==> src/rtl/regfile_wb_sched_if.sv <==
// Writeback, issue and register-file write bundle of the scheduler.
// The core/bench side is the master; the scheduler is the slave.
interface regfile_wb_sched_if #(
  parameter int WIDTH = 32,
  parameter int NUM   = 32
);
  localparam int AW = $clog2(NUM);

  logic             issue_valid;
  logic [AW-1:0]    issue_rs1;
  logic [AW-1:0]    issue_rs2;
  logic [AW-1:0]    issue_rd;
  logic             issue_stall;
  logic             alu_valid;
  logic [AW-1:0]    alu_rd;
  logic [WIDTH-1:0] alu_data;
  logic             alu_ready;
  logic             mem_valid;
  logic [AW-1:0]    mem_rd;
  logic [WIDTH-1:0] mem_data;
  logic             mem_ready;
  logic [AW-1:0]    address_w;
  logic [WIDTH-1:0] data_w;
  logic             wb_error;

  modport master (
    output issue_valid, issue_rs1, issue_rs2, issue_rd,
    output alu_valid, alu_rd, alu_data,
    output mem_valid, mem_rd, mem_data,
    input  issue_stall, alu_ready, mem_ready,
    input  address_w, data_w, wb_error
  );

  modport slave (
    input  issue_valid, issue_rs1, issue_rs2, issue_rd,
    input  alu_valid, alu_rd, alu_data,
    input  mem_valid, mem_rd, mem_data,
    output issue_stall, alu_ready, mem_ready,
    output address_w, data_w, wb_error
  );
endinterface

==> src/rtl/regfile_wb_sched.sv <==
// Round-robin ALU/load arbiter onto the single register-file write port,
// plus a busy scoreboard that stalls issue on RAW/WAW hazards.
module regfile_wb_sched #(
  parameter int WIDTH = 32,
  parameter int NUM   = 32
) (
  input logic              clock,
  input logic              reset,
  regfile_wb_sched_if.slave bus
);
  localparam int AW = $clog2(NUM);

  logic [NUM-1:0]   busy_q, busy_d;
  logic             rr_ptr_q, rr_ptr_d;
  logic [AW-1:0]    address_w_q, address_w_d;
  logic [WIDTH-1:0] data_w_q, data_w_d;
  logic             wb_error_q, wb_error_d;

  logic alu_req_s, mem_req_s, grant_alu_s, grant_mem_s;
  logic hazard_s, issue_set_s, wr_clr_s;
  logic alu_ready_s, mem_ready_s, issue_stall_s;

  // Arbitration, hazard detection and handshake outputs
  always_comb begin
    alu_req_s   = bus.alu_valid && (bus.alu_rd != {AW{1'b0}});
    mem_req_s   = bus.mem_valid && (bus.mem_rd != {AW{1'b0}});
    // rr_ptr_q = 1 favours the ALU when both contend
    grant_alu_s = alu_req_s && (!mem_req_s || rr_ptr_q);
    grant_mem_s = mem_req_s && (!alu_req_s || !rr_ptr_q);
    hazard_s    = busy_q[bus.issue_rs1] | busy_q[bus.issue_rs2] | busy_q[bus.issue_rd];
    if (reset) begin
      alu_ready_s   = 1'b0;
      mem_ready_s   = 1'b0;
      issue_stall_s = 1'b0;
    end else begin
      alu_ready_s   = grant_alu_s || (bus.alu_valid && !alu_req_s);
      mem_ready_s   = grant_mem_s || (bus.mem_valid && !mem_req_s);
      issue_stall_s = bus.issue_valid && hazard_s;
    end
  end

  // Next-state for scoreboard, round-robin pointer, write port and error flag
  always_comb begin
    issue_set_s = bus.issue_valid && !hazard_s && (bus.issue_rd != {AW{1'b0}});
    wr_clr_s    = (address_w_q != {AW{1'b0}});
    // set is applied after clear so a colliding set wins
    for (int i = 0; i < NUM; i++) begin
      busy_d[i] = (issue_set_s && (bus.issue_rd == AW'(i))) ||
                  (busy_q[i] && !(wr_clr_s && (address_w_q == AW'(i))));
    end
    rr_ptr_d   = (alu_req_s && mem_req_s) ? grant_mem_s : rr_ptr_q;
    wb_error_d = wb_error_q | (wr_clr_s && !busy_q[address_w_q]);
    case ({grant_alu_s, grant_mem_s})
      2'b10: begin
        address_w_d = bus.alu_rd;
        data_w_d    = bus.alu_data;
      end
      2'b01: begin
        address_w_d = bus.mem_rd;
        data_w_d    = bus.mem_data;
      end
      default: begin
        address_w_d = {AW{1'b0}};
        data_w_d    = data_w_q;
      end
    endcase
  end

  // State registers with synchronous reset
  always_ff @(posedge clock) begin
    if (reset) begin
      busy_q      <= {NUM{1'b0}};
      rr_ptr_q    <= 1'b0;
      address_w_q <= {AW{1'b0}};
      data_w_q    <= {WIDTH{1'b0}};
      wb_error_q  <= 1'b0;
    end else begin
      busy_q      <= busy_d;
      rr_ptr_q    <= rr_ptr_d;
      address_w_q <= address_w_d;
      data_w_q    <= data_w_d;
      wb_error_q  <= wb_error_d;
    end
  end

  assign bus.alu_ready   = alu_ready_s;
  assign bus.mem_ready   = mem_ready_s;
  assign bus.issue_stall = issue_stall_s;
  assign bus.address_w   = address_w_q;
  assign bus.data_w      = data_w_q;
  assign bus.wb_error    = wb_error_q;
endmodule

==> src/flat_wrapper.sv <==
// flat-port wrapper written by rule: the top's interface ports become plain ports
module regfile_wb_sched_flat 
#(
  parameter int WIDTH = 32,
  parameter int NUM   = 32
)
  (clock, reset, bus_issue_valid, bus_issue_rs1, bus_issue_rs2, bus_issue_rd, bus_alu_valid, bus_alu_rd, bus_alu_data, bus_mem_valid, bus_mem_rd, bus_mem_data, bus_issue_stall, bus_alu_ready, bus_mem_ready, bus_address_w, bus_data_w, bus_wb_error);
  regfile_wb_sched_if #(.WIDTH(WIDTH), .NUM(NUM)) bus_i ();
  input logic clock;
  input logic reset;
  input wire logic [$bits(bus_i.issue_valid)-1:0] bus_issue_valid;
  input wire logic [$bits(bus_i.issue_rs1)-1:0] bus_issue_rs1;
  input wire logic [$bits(bus_i.issue_rs2)-1:0] bus_issue_rs2;
  input wire logic [$bits(bus_i.issue_rd)-1:0] bus_issue_rd;
  input wire logic [$bits(bus_i.alu_valid)-1:0] bus_alu_valid;
  input wire logic [$bits(bus_i.alu_rd)-1:0] bus_alu_rd;
  input wire logic [$bits(bus_i.alu_data)-1:0] bus_alu_data;
  input wire logic [$bits(bus_i.mem_valid)-1:0] bus_mem_valid;
  input wire logic [$bits(bus_i.mem_rd)-1:0] bus_mem_rd;
  input wire logic [$bits(bus_i.mem_data)-1:0] bus_mem_data;
  output wire logic [$bits(bus_i.issue_stall)-1:0] bus_issue_stall;
  output wire logic [$bits(bus_i.alu_ready)-1:0] bus_alu_ready;
  output wire logic [$bits(bus_i.mem_ready)-1:0] bus_mem_ready;
  output wire logic [$bits(bus_i.address_w)-1:0] bus_address_w;
  output wire logic [$bits(bus_i.data_w)-1:0] bus_data_w;
  output wire logic [$bits(bus_i.wb_error)-1:0] bus_wb_error;
  assign bus_i.issue_valid = bus_issue_valid;
  assign bus_i.issue_rs1 = bus_issue_rs1;
  assign bus_i.issue_rs2 = bus_issue_rs2;
  assign bus_i.issue_rd = bus_issue_rd;
  assign bus_i.alu_valid = bus_alu_valid;
  assign bus_i.alu_rd = bus_alu_rd;
  assign bus_i.alu_data = bus_alu_data;
  assign bus_i.mem_valid = bus_mem_valid;
  assign bus_i.mem_rd = bus_mem_rd;
  assign bus_i.mem_data = bus_mem_data;
  assign bus_issue_stall = bus_i.issue_stall;
  assign bus_alu_ready = bus_i.alu_ready;
  assign bus_mem_ready = bus_i.mem_ready;
  assign bus_address_w = bus_i.address_w;
  assign bus_data_w = bus_i.data_w;
  assign bus_wb_error = bus_i.wb_error;
  regfile_wb_sched #(.WIDTH(WIDTH), .NUM(NUM)) u_core (.clock(clock), .reset(reset), .bus(bus_i));
endmodule
==> config.mk <==
export PLATFORM = sky130hd
export DESIGN_NAME = regfile_wb_sched_flat
export DESIGN_NICKNAME = d
export VERILOG_FILES = /design/src/rtl/regfile_wb_sched_if.sv /design/src/rtl/regfile_wb_sched.sv /design/src/flat_wrapper.sv
export SDC_FILE = /design/constraint.sdc
export NUM_CORES = 1
export LEC_CHECK = 0
export CAP_MARGIN = 20
export CORE_MARGIN = 2
export CORE_UTILIZATION = 48
export DETAILED_ROUTE_END_ITERATION = 8
export PLACE_DENSITY = 0.83
export SLEW_MARGIN = 10
export SYNTH_ARGS = -nofsm -noshare
export SYNTH_HDL_FRONTEND = slang
export SYNTH_SLANG_ARGS = --single-unit
export TNS_END_PERCENT = 1
==> constraint.sdc <==
create_clock -name clock -period 3.25 [get_ports clock]
set_input_delay 0.325 -clock clock [delete_from_list [all_inputs] [get_ports clock]]
set_output_delay 0.325 -clock clock [all_outputs]
set_load 0.02 [all_outputs]
### After elaboration in Yosys (flattened, before gate mapping)

Cells that the tools add are included.

| word-level totals | value |
|---|---|
| output and inout port bits | 41 |
| memory bits (writable) | 0 |
| bits in latches | 0 |
| memories | 0 |
| bits in read-only memories | 0 |
| bits of input ports | 94 |
| flip-flop bits (word level) | 71 |

| cells by class | value |
|---|---|
| bitwise gates (word level) | 3 |
| divide/modulo/power cells | 0 |
| $add $sub $neg | 0 |
| shifts and indexed selects | 0 |
| equality and inequality tests | 64 |
| magnitude comparators | 4 |
| mux-type cells | 13 |
| multipliers | 0 |
| reduce and logical (&&, ||, !) cells | 187 |

Operators by type and width:

| kind | number |
|---|---|
| $eq 5x5->1 const B | 32 |
| $logic_and 1x1->1 | 107 |
| $eq 5x4->1 const B | 16 |
| $pmux 32 s2 | 1 |
| $eq 5x3->1 const B | 8 |
| $logic_not 1->1 | 37 |
| $logic_or 1x1->1 | 36 |
| $lt 5x6->1 const B | 4 |
| $bmux 1 s5 | 4 |
| $eq 5x2->1 const B | 4 |
| $reduce_bool 5->1 | 4 |
| $eq 5x1->1 const B | 2 |
| $logic_not 5->1 | 2 |
| $pmux 5 s2 | 1 |
| $mux 1 | 7 |
| $or 1x1->1 | 3 |
| $eq 2x1->1 const B | 1 |
| $eq 2x2->1 const B | 1 |
| $reduce_bool 2->1 | 1 |

### Logic depth before layout (Yosys ltp)

Gate-level depths: netlist of the first run.

| logic depth | value |
|---|---|
| word-level depth | 9 |
| gate-level depth with buffers | 12 |
| gate-level depth less buffers | 10 |

### Worst setup path before layout of the first run

Ideal clock, no wire load.

| path | value |
|---|---|
| path type | input to register |
| start point | in bus_alu_rd[2] |
| end point | reg u_core.data_w_q[10] (netlist: u_core.bus.data_w[10]) |
| stages on the path | 12 |
| arrival | 2.690 ns |
| required time | 3.122 ns |
| path slack | 0.433 ns |
| cells stage by stage | or4_1 nor2_1 nor2b_1 a21o_1 inv_1 ha_1 clkbuf_1 clkbuf_1 mux2i_1 nor2_1 a21oi_1 nor2_1 |

| on the way | value |
|---|---|
| cells in the longest elaborated chain, start to end | 7 |
| elaborated cells on any way between the ends | 10 |
| those cells by class | 2 x eq/ne; 1 x mux; 7 x reduce/logical |

RTL lines:

| what | RTL line | source |
|---|---|---|
| start, declared | flat_wrapper.sv:16 | `input wire logic [$bits(bus_i.alu_rd)-1:0] bus_alu_rd;` |
| $reduce_bool 5->1 (*) | regfile_wb_sched.sv:25 | `alu_req_s = bus.alu_valid && (bus.alu_rd != {AW{1'b0}});` |
| $logic_and 1x1->1 (*) | regfile_wb_sched.sv:25 |  |
| $logic_not 1->1 (*) | regfile_wb_sched.sv:29 | `grant_mem_s = mem_req_s && (!alu_req_s \|\| !rr_ptr_q);` |
| $logic_or 1x1->1 (*) | regfile_wb_sched.sv:29 |  |
| $logic_and 1x1->1 (*) | regfile_wb_sched.sv:29 |  |
| net u_core.grant_mem_s | regfile_wb_sched.sv:19 | `logic alu_req_s, mem_req_s, grant_alu_s, grant_mem_s;` |
| $eq 2x1->1 or $eq 2x2->1 (tied branches) | regfile_wb_sched.sv:53 | `case ({grant_alu_s, grant_mem_s})` |
| $pmux 32 s2 or $reduce_bool 2->1 (tied branches) | -- |  |
| end signal, assigned | regfile_wb_sched.sv:75 | `data_w_q <= {WIDTH{1'b0}};` |
| end signal, assigned | regfile_wb_sched.sv:81 | `data_w_q <= data_w_d;` |
| end, declared | regfile_wb_sched.sv:16 | `logic [WIDTH-1:0] data_w_q, data_w_d;` |

The timed path passes the listed nets; every way through them passes the cells marked *.
A chain may end at the register's enable or synchronous reset.

### Worst setup path in the final report of the first run

| path | value |
|---|---|
| start point | in bus_mem_rd[2] |
| end point | out bus_mem_ready |

| on the way | value |
|---|---|
| cells in the longest elaborated chain, start to end | 6 |
| elaborated cells on any way between the ends | 7 |
| those cells by class | 1 x mux; 6 x reduce/logical |

RTL lines:

| what | RTL line | source |
|---|---|---|
| start, declared | flat_wrapper.sv:19 | `input wire logic [$bits(bus_i.mem_rd)-1:0] bus_mem_rd;` |
| $reduce_bool 5->1 (*) | regfile_wb_sched.sv:26 | `mem_req_s = bus.mem_valid && (bus.mem_rd != {AW{1'b0}});` |
| $logic_and 1x1->1 (*) | regfile_wb_sched.sv:26 |  |
| $logic_not 1->1 | regfile_wb_sched.sv:37 | `mem_ready_s = grant_mem_s \|\| (bus.mem_valid && !mem_req_s);` |
| $logic_and 1x1->1 | regfile_wb_sched.sv:37 |  |
| $logic_or 1x1->1 (*) | regfile_wb_sched.sv:37 |  |
| $mux 1 (*) | regfile_wb_sched.sv:31 | `if (reset) begin` |
| end, declared | flat_wrapper.sv:23 | `output wire logic [$bits(bus_i.mem_ready)-1:0] bus_mem_ready;` |

Every way passes the cells marked *; elsewhere a longest branch is shown, timed or not.

==> results of run 1 <==
==> metrics by stage <==
stage	setup slack, ns	util	instance area (sq um)	std cells	power, mW
finish	0.355	0.672	6120	759	2.53
floorplan	0.433	-	4450	529	1.36
global placement	-0.0579	0.642	5850	743	1.63
global route	0.208	0.672	6120	759	2.64
detailed placement	-0.0923	0.642	5850	743	1.65
CTS	0.0527	0.670	6110	759	2.54
==> cells in the final DEF, fill, tap and decap left out, types with 3 or more instances in the layout <==
cell	Yosys	routed
sky130_fd_sc_hd__clkbuf_8	0	11
sky130_fd_sc_hd__mux4_2	8	8
sky130_fd_sc_hd__nand2_1	36	36
sky130_fd_sc_hd__a21oi_1	37	37
sky130_fd_sc_hd__mux2i_1	73	73
sky130_fd_sc_hd__nand4_1	4	4
sky130_fd_sc_hd__o41ai_1	31	31
sky130_fd_sc_hd__clkdlybuf4s50_1	0	131
sky130_fd_sc_hd__nor2_1	78	78
sky130_fd_sc_hd__o311ai_0	4	4
sky130_fd_sc_hd__buf_12	0	3
sky130_fd_sc_hd__or4_1	3	3
sky130_fd_sc_hd__nor2b_1	17	15
sky130_fd_sc_hd__bufinv_16	0	3
sky130_fd_sc_hd__a311oi_1	3	3
sky130_fd_sc_hd__nand2b_1	5	5
sky130_fd_sc_hd__a22oi_1	14	14
sky130_fd_sc_hd__and2b_4	3	3
sky130_fd_sc_hd__dfxtp_1	71	71
sky130_fd_sc_hd__o211ai_1	9	9
sky130_fd_sc_hd__inv_1	6	6
sky130_fd_sc_hd__buf_4	1	11
sky130_fd_sc_hd__nand3_1	39	39
sky130_fd_sc_hd__nor3_1	7	7
sky130_fd_sc_hd__a2111oi_0	6	6
==> sequential cells by signal, summed over array words and instances (netlist names) <==
signal and count:
u_core.bus.data_w 32, u_core.bus.address_w 5, u_core.bus.wb_error 1, u_core.busy_q 32, u_core.rr_ptr_q 1
==> cell families after synthesis <==
kind of cell | after synthesis
adder cells (fa/ha/maj) | 2
flip-flops | 71
AND/OR/NAND/NOR | 200
multiplexers | 83
AO/OA/AOI/OAI | 119
XOR/XNOR | 1
buffers and inverters | 53
==> area by class of cell <==
class                      count  area, sq um
clock inverter                 5          104
sequential                    71         1420
inverter                       7         26.3
tap                          111          139
timing repair buffer         149         1500
multi-input combinational    405         2780
clock buffer                  11          151
fill                         734         2990
==> final timing paths <==
kind,slack (ns),endpoint
min reg2reg,0.49,u_core.bus.data_w[24]$_SDFFE_PP0P_
min,0.49,u_core.bus.data_w[24]$_SDFFE_PP0P_
max reg2reg,0.80,u_core.busy_q[21]$_SDFF_PP0_
max,0.35,bus_mem_ready
==> power groups by stage <==
stage	combinational [mW]	sequential [mW]	clock [mW]
3_5_place_dp	0.669	0.982	0
5_1_grt	0.729	0.969	0.944
2_1_floorplan	0.341	1.02	0
4_1_cts	0.673	0.962	0.906
6_report	0.675	0.963	0.892
3_3_place_gp	0.654	0.979	0
==> worst register-to-register path, stage by stage, from the launching register on <==
cell and delay [ns]:
sky130_fd_sc_hd__dfxtp_1 0.38, sky130_fd_sc_hd__and2b_2 0.22, sky130_fd_sc_hd__a2111oi_2 0.28, sky130_fd_sc_hd__o22ai_1 0.14, sky130_fd_sc_hd__or4_1 0.58, sky130_fd_sc_hd__buf_4 0.28
sky130_fd_sc_hd__o41ai_1 0.45
==> cell usage after synthesis, types with 4 or more instances <==
| master | number | area, sq um |
|---|---|---|
| sky130_fd_sc_hd__nor2_1 | 78 | 293 |
| sky130_fd_sc_hd__o41ai_1 | 31 | 272 |
| sky130_fd_sc_hd__a2111oi_0 | 6 | 52.6 |
| sky130_fd_sc_hd__mux2i_1 | 73 | 731 |
| sky130_fd_sc_hd__nand2b_1 | 5 | 31.3 |
| sky130_fd_sc_hd__mux4_2 | 8 | 180 |
| sky130_fd_sc_hd__o311ai_0 | 4 | 35.0 |
| sky130_fd_sc_hd__a22oi_1 | 14 | 105 |
| sky130_fd_sc_hd__nor2b_1 | 17 | 106 |
| sky130_fd_sc_hd__clkbuf_1 | 29 | 109 |
| sky130_fd_sc_hd__dfxtp_1 | 71 | 1420 |
| sky130_fd_sc_hd__a21oi_1 | 37 | 185 |
| sky130_fd_sc_hd__nor3_1 | 7 | 35.0 |
| sky130_fd_sc_hd__nand4_1 | 4 | 25.0 |
| sky130_fd_sc_hd__nand2_1 | 36 | 135 |
| sky130_fd_sc_hd__nand3_1 | 39 | 195 |
| sky130_fd_sc_hd__buf_1 | 8 | 30.0 |
| sky130_fd_sc_hd__inv_1 | 6 | 22.5 |
| sky130_fd_sc_hd__o211ai_1 | 9 | 67.6 |
==> routing by layer <==
layer | up-vias | track usage | wire length (um)
met5 | - | 0 | 0
met4 | 0 | 0.156 | 698
met3 | 72 | 0.0940 | 1680
met2 | 297 | 0.463 | 6550
met1 | 2126 | 0.332 | 5240
li1 | 2198 | - | -
==> reports/qor.yml, run 1 <==
logic_synthesis:
  synth_mux_area_frac: 0.210
  synth-warning-count: 0
  compound_cell_area_share_of_the_yosys_netlist: 0.195
  avg_synthesized_cell_area_sq_um: 8.41
  ys_seq_elements: 71
  async_reset_ff_frac: 0
  yosys_most_used_dff: "sky130_fd_sc_hd__dfxtp_1"
  synth_edf_count: 0
  synth-adder-area-share: 0.00562
  netlist_instances: 529
  syn_nets: 625
  seq_area_frac_synth: 0.319
  synth_top_family_by_area: "multiplexers"
  synth_area_sq_um: 4450
  synth_xor_area_frac: 0.00197
  simple_gate_share_of_the_synthesized_area: 0.209
  yosysUniqueCellTypes: 45
setup_path:
  critical_path.top_delay_family: "buffers and inverters"
  critical_path.startpoint_type: "input port"
  worst-path-stages: 6
  worstPathCellList: "clkdlybuf4s50_1 > or4_1 > o21ai_0 > nor2b_1 > a21oi_1 > clkdlybuf4s50_1"
  cp-startpoint: "bus_mem_rd[2]"
  required_time_of_the_critical_path_ns: 2.92
  slowest_stage: "sky130_fd_sc_hd__clkdlybuf4s50_1"
  critical_path.most_common_cell: "sky130_fd_sc_hd__clkdlybuf4s50_1"
  critPathMaxStageDelay_ns: 0.64
  critical_path.max_fanout: 4
  critPathKind: "in2out"
  critical_path_arrival_ns: 2.57
  critical_path.endpoint_type: "primary output"
  worstPathBufferInverterCount: 2
  worst_r2r_path_depth: 6
  start_of_the_worst_register_to_register_path: "u_core.busy_q[24]$_SDFF_PP0_"
drt:
  drc: 0
  vias_per_cell: 6.18
  detail-route-antenna-nets: 0
  routed-via-count: 4693
  first_iter_violations: 454
  postRouteWirelength_um: 14200
  wire_per_inst_um: 18.7
  drt_first_pass_iters: 6
power:
  power.leakage_nw: 2.30
  power.share.sequential: 0.381
  p_int_mw: 1.80
  peakVddDrop_uv: 266
  power.switching_fraction: 0.289
  power-per-cell-area_nw_per_um2: 413
  power.combinational.fraction: 0.267
  net_switching_power_mw: 0.732
  clockPowerShare: 0.353
timing:
  finalCritPeriodShare: 0.891
  setup_viol: 0
  max_freq_mhz: 345
  final_hold_viol_count: 0
  slew_headroom: 0.545
  fin_worst_hold_slack_ns: 0.492
  worst_pin_slew_ns: 0.682
  final-max-slew-violation-count: 0
  fin_skew_ns: 0.00757
  setup-tns-final_ns: 0
  unrepaired_setup_endpoints_after_global_routing: "false"
  finalCriticalPeriod_ns: 2.90
die:
  initial_utilization: 0.488
  design.portCount: 135
  fp.dieArea_sq_um: 10100
  design.core.area_sq_um: 9110
  die_width_um: 100
  die_height_um: 100
  placement_rows: 35
clock_network:
  insertion_delay_ns: 0.35
  clockRootBuffer: "sky130_fd_sc_hd__clkbuf_8"
  cts_repair_resize_count: 2
  cts_made_buffers: 9
  holdBufCountCts: 0
  tritoncts: "done"
  postCtsSetupBuffers: 0
  clock_path_buffers: 2
  cts_num_sinks: 71
  htree_num_levels: 3
  clkTransAtPathRegs_ns: 0.07
status:
  run_status: "finished clean"
grt:
  gr-usage-all-layers: 0.285
  global_route_wire_length_before_repair_um: 22500
  number_of_global_route_vias_before_repair: 4676
  grt_start_max_net_pins: 45
  grt_antenna_before_repair: 0
  gr-total-overflow: 0
final_layout:
  layout.nets: 739
  layout-area-overhead-vs-synth_pct: 37.5
  antenna_cells_inserted: 0
  layout-drive-gt1-share: 0.0802
min_path:
  hp-start: "u_core.bus.data_w[24]$_SDFFE_PP0P_"
  worstHoldPathType: "reg2reg"
  min_path_cells: 2
run:
  drv_cap: 0
place:
  port_buffers: 134
  detailed_place_hpwl_um: 10400
  finalWeightedCongestion: 1.00
Power figures use the tool's default switching activity.
==> inputs of run 2 (changes only) <==
- ABC_AREA: default -> 0
- SLEW_MARGIN: 10 -> 40
==> results of run 2 <==
No change in the layout: final DEF, timing and power equal those of run 1.
